### config.mk
export PLATFORM = sky130hd
export DESIGN_NAME = seq_delay_monitor
export DESIGN_NICKNAME = d
export VERILOG_FILES = /design/src/rtl/seq_delay_monitor.sv
export SDC_FILE = /design/constraint.sdc
export NUM_CORES = 1
export LEC_CHECK = 0
export CAP_MARGIN = 0
export CELL_PAD_IN_SITES_DETAIL_PLACEMENT = 1
export CELL_PAD_IN_SITES_GLOBAL_PLACEMENT = 2
export CORE_UTILIZATION = 33
export CTS_CLUSTER_DIAMETER = 80
export DETAILED_ROUTE_END_ITERATION = 10
export PLACE_DENSITY = 0.88
export SYNTH_ARGS = -nofsm -noshare
export SYNTH_HDL_FRONTEND = slang
export SYNTH_SLANG_ARGS = --single-unit
### constraint.sdc
create_clock -name clk -period 3.8 [get_ports clk]
set_input_delay 0.76 -clock clk [delete_from_list [all_inputs] [get_ports clk]]
set_output_delay 0.76 -clock clk [all_outputs]
set_load 0.03 [all_outputs]
### src/rtl/seq_delay_monitor.sv
// seq_delay_monitor
//   Watches NUM_CH independent channels for the sequence
//   "a, then b between MIN_DELAY and MAX_DELAY cycles later".
//   Each start event opens an attempt that ages by one bit position per
//   cycle. A b event resolves every eligible attempt as matched. An attempt
//   that reaches MAX_DELAY without b resolves as failed.
//
// Ports
//   clk        : single clock, all state changes on its rising edge
//   rst        : asynchronous active-high reset
//   en         : allows a to open new attempts (pending ones keep aging)
//   clr        : synchronous clear of attempts, pulses and counters
//   a, b       : per-channel start / completion events
//   match      : registered one-cycle pulse, >=1 attempt matched
//   fail       : registered one-cycle pulse, >=1 attempt expired
//   match_cnt  : saturating match counters, channel i at [i*CNT_W +: CNT_W]
//   fail_cnt   : saturating fail counters, same packing
module seq_delay_monitor #(
  parameter int NUM_CH    = 2,
  parameter int MIN_DELAY = 1,
  parameter int MAX_DELAY = 3,
  parameter int CNT_W     = 4
) (
  input  logic                    clk,
  input  logic                    rst,
  input  logic                    en,
  input  logic                    clr,
  input  logic [NUM_CH-1:0]       a,
  input  logic [NUM_CH-1:0]       b,
  output logic [NUM_CH-1:0]       match,
  output logic [NUM_CH-1:0]       fail,
  output logic [NUM_CH*CNT_W-1:0] match_cnt,
  output logic [NUM_CH*CNT_W-1:0] fail_cnt
);

  // Bit k of a pending vector is an attempt of age k+1. An attempt may be
  // completed by b once its age is at least MIN_DELAY.
  function automatic logic [MAX_DELAY-1:0] eligible_mask();
    logic [MAX_DELAY-1:0] m;
    m = '0;
    for (int k = 0; k < MAX_DELAY; k++) begin
      m[k] = ((k + 1) >= MIN_DELAY);
    end
    return m;
  endfunction

  localparam logic [MAX_DELAY-1:0] ELIG = eligible_mask();
  localparam logic [CNT_W-1:0]     CNT_MAX = {CNT_W{1'b1}};

  logic [MAX_DELAY-1:0] pending     [NUM_CH];
  logic [MAX_DELAY-1:0] pending_nxt [NUM_CH];
  logic [MAX_DELAY-1:0] survive     [NUM_CH];
  logic [NUM_CH-1:0]    hit;
  logic [NUM_CH-1:0]    expire;

  // Resolve the current attempts and age the survivors. The oldest bit
  // always leaves the vector: it is either matched by b or expires. The
  // new attempt enters at age 1 after the shift, so a b in the same cycle
  // can never match it.
  always_comb begin
    hit    = '0;
    expire = '0;
    for (int i = 0; i < NUM_CH; i++) begin
      hit[i]         = b[i] & (|(pending[i] & ELIG));
      expire[i]      = pending[i][MAX_DELAY-1] & ~b[i];
      survive[i]     = pending[i] & ~(b[i] ? ELIG : '0);
      pending_nxt[i] = (survive[i] << 1) | MAX_DELAY'(en & a[i]);
    end
  end

  // State, pulses and saturating counters for all channels.
  always_ff @(posedge clk or posedge rst) begin
    if (rst) begin
      for (int i = 0; i < NUM_CH; i++) begin
        pending[i] <= '0;
      end
      match     <= '0;
      fail      <= '0;
      match_cnt <= '0;
      fail_cnt  <= '0;
    end else if (clr) begin
      for (int i = 0; i < NUM_CH; i++) begin
        pending[i] <= '0;
      end
      match     <= '0;
      fail      <= '0;
      match_cnt <= '0;
      fail_cnt  <= '0;
    end else begin
      for (int i = 0; i < NUM_CH; i++) begin
        pending[i] <= pending_nxt[i];
        if (hit[i] && (match_cnt[i*CNT_W +: CNT_W] != CNT_MAX)) begin
          match_cnt[i*CNT_W +: CNT_W] <= match_cnt[i*CNT_W +: CNT_W] + CNT_W'(1);
        end
        if (expire[i] && (fail_cnt[i*CNT_W +: CNT_W] != CNT_MAX)) begin
          fail_cnt[i*CNT_W +: CNT_W] <= fail_cnt[i*CNT_W +: CNT_W] + CNT_W'(1);
        end
      end
      match <= hit;
      fail  <= expire;
    end
  end

endmodule

==> key figures <==
Outcome
  – Outcome: complete, no violations

Timing
  – Setup Total Neg Slack: 0 ns
  – Minimum clock period: 2.186 ns
  – Setup Viol. Count Final: 0
  – RSZ-0062 raised after global routing: false
  – Highest Clock Rate: 457.4 MHz
  – Final slew viol count: 0
  – Rel. slew slack: 33.75%
  – Worst Skew: 0.006288 ns
  – Tcrit/Tclk final: 57.53%
  – Worst hold slack: 0.5721 ns
  – Least-Margin Pin Slew: 0.9927 ns
  – Final Hold Fails: 0

Clock tree
  – Clock latency on the worst-skew pair: 0.27 ns
  – CTS tree: done
  – Post-CTS sizing: 0
  – Htree depth: 1
  – Hold-fix buffers, CTS: 0
  – # clock sinks: 26
  – Clock slew at the register clock pins of the worst setup and hold paths: 0.09 ns
  – Longest Clk Path Bufs: 2
  – CTS buffer count: 3
  – Total setup buffers inserted after CTS: 0
  – CTS root buf: clkbuf_8

Floorplan
  – Core Rows: 22
  – Die height: 63.64 um
  – Die Area: 4049 um2
  – Initial Utilization: 34.24%
  – Die X: 63.64 um
  – Core Area: 3661 um2
  – Io pins: 28

Cells and area
  – Final nets: 154
  – Layout Area Growth over Synthesis: 29.74%
  – Post-route cell area: 1627 um2
  – Filler cell count: 417
  – Antenna cells: 0
  – Post-route insts no fill: 189
  – Fraction of layout cells with a size suffix above 1: 7.801%

Logic synthesis
  – Seq cells post-synth: 26
  – Leading post-synthesis cells by cell area: dfrtp_1 (52%), a21oi_1 (4.0%), ha_1 (4.0%)
  – Post-Syn Area: 1254 um2
  – Post-synth top cells: dfrtp_1 (26), a21oi_1 (10), nor3_1 (9)
  – Yosys top cell area share: 51.90%
  – Mapped Nets: 125
  – Count leader, synth: dfrtp_1
  – Cells after Synth: 113
  – Avg Inst Size Synth: 11.09 um2
  – Cell variety after synth: 30
  – Number of flops mapped to enable cells by yosys: 0
  – YS warnings: 0
  – Post-synthesis sequential area ratio: 51.90%
  – Post-synth ARST share: 100.0%
  – Top FF cell, synth: dfrtp_1
  – Area leader, netlist: dfrtp_1

Route
  – DRC: 0
  – Vias: 960
  – DRT Wirelength: 2533 um
  – First DRT Iteration DRCs: 17
  – DR pass1 iterations: 4
  – Wire length per cell: 13.40 um
  – Vias per cell: 5.079
  – Antenna-violating nets left: 0

Setup path
  – FF-to-FF path depth: 4
  – Setup crit start kind: flop
  – CP top delay family: buffers and inverters
  – Critical Path RT: 3.04 ns
  – CP Data Arrival Time: 1.43 ns
  – Critical Path Max Stage Delay: 0.70 ns
  – R2R setup slack: 2.34 ns
  – CP bufs+invs: 1
  – R2R Path End: fail_cnt[0]
  – Crit path cell chain: clkdlybuf4s50_1
  – Slowest stage cell, crit path: clkdlybuf4s50_1
  – R2r startpoint: fail_cnt[0]
  – Crit Path Class: reg -> out
  – Crit path max fanout: 6
  – Crit. End Element: output port

Hold path
  – Hold EP: pending[1]
  – Worst min path class: reg -> reg
  – Hold Path Cell Cnt: 1
  – Min-delay src: pending[0]

Global route
  – All-Layer GR Usage: 14.64%
  – Pin count of the biggest net entering global routing: 27
  – First-pass GRT wire length: 4629 um
  – GR Overflow Total: 0
  – Initial antenna violation count: 0
  – Number of global-route vias before repair: 1029

Placed design
  – Post-placement cell area: 1572 um2
  – Routability cong.: 0.7252
  – Port Buffers: 27
  – Post-DP HPWL: 1892 um
  – Placed cells: 185

Pwr
  – Peak VDD IR: 0.0001061 V
  – Total power: 498.8 uW
  – Static leakage: 0.0006758 uW
  – Pwr/cell area: 306.7 nW/um2

Job
  – Maximum capacitance violations: 0
-- cells in the final DEF (no fill, tap or decap) --
| cell type | instances |
|---|---|
| clkdlybuf4s50_1 | 27 |
| dfrtp_1 | 26 |
| a21oi_1 | 10 |
| nor3_1 | 9 |
| nor2_1 | 6 |
| and2_1 | 6 |
| nand2b_1 | 5 |
| o21ai_0 | 4 |
| or3_1 | 4 |
| nand3_1 | 4 |
| ha_1 | 4 |
| clkbuf_8 | 4 |
| nor2b_1 | 3 |
| nand2_1 | 3 |
| and3_1 | 2 |
| o31ai_1 | 2 |
| o31ai_4 | 2 |
| o31a_1 | 2 |
| a41oi_1 | 2 |
| a211oi_1 | 2 |
| nand3b_1 | 2 |
| and3b_1 | 2 |
| a31oi_2 | 2 |
| mux2i_1 | 2 |
| nand2b_4 | 1 |
| and2b_1 | 1 |
| and4b_1 | 1 |
| inv_1 | 1 |
| mux2_2 | 1 |
| mux2_4 | 1 |
-- state kept, by name, indices dropped and copies added, names as in the netlist --
name and flops:
fail_cnt 8, pending 6, fail 2, match_cnt 8
match 2
-- power by group --
group | internal, uW | switching [uW] | total [uW]
sequential | 279 | 3.70 | 283
combinational | 17.2 | 20.6 | 37.8
clock | 92.5 | 85.4 | 178
-- through the flow --
| stage | setup WS (ns) | utilization (%) |
|---|---|---|
| after detailed placement | 1.456 | 42.93 |
| final | 1.614 | 44.43 |
| after global placement | 1.502 | 42.93 |
| after CTS | 1.599 | 44.43 |
| after global routing | 1.539 | 44.43 |
| after floorplan | 2.236 | - |
-- logic make-up (layout without fill, tap and decap cells) --
kind of cell             count (synthesis)  in the layout  synth area share, %
AO/OA/AOI/OAI                           26             26                16.17
AND/OR/NAND/NOR                         49             49                22.95
adder cells (fa/ha/maj)                  4              4                3.992
flip-flops                              26             26                51.90
buffers and inverters                    4             32                1.297
multiplexers                             4              4                3.692
-- worst max-delay path by stage --
stage | slack (ns) | end | depth (start not counted) | from
3_3_place_gp | 1.50 | match_cnt[0] | 3 | clr
3_5_place_dp | 1.46 | match_cnt[0] | 3 | clr
6_report | 1.61 | match_cnt[6] | 1 | match_cnt[6]
2_1_floorplan | 2.24 | match_cnt[0] | 4 | clr
5_1_grt | 1.54 | match_cnt[2] | 1 | match_cnt[2]
4_1_cts | 1.60 | match_cnt[6] | 1 | match_cnt[6]
-- layout make-up --
| cell class | count | area [um2] | area share, % |
|---|---|---|---|
| clock buffers | 4 | 55.05 | 3.385 |
| repair buffers | 27 | 270.3 | 16.62 |
| multi-input cells | 83 | 586.8 | 36.08 |
| flip-flops and latches | 26 | 650.6 | 40.00 |
| inverters | 1 | 3.754 | 0.2308 |
| well taps | 48 | 60.06 | 3.692 |
-- routing by layer --
layer	up-vias	routed length [um]	track usage, %
met2	17	1259	25.53
met5	-	0	0
met1	473	1209	18.48
li1	468	-	-
met4	0	9	5.114
met3	2	55	1.630
Note: power is estimated with default switching activity, not from simulation.
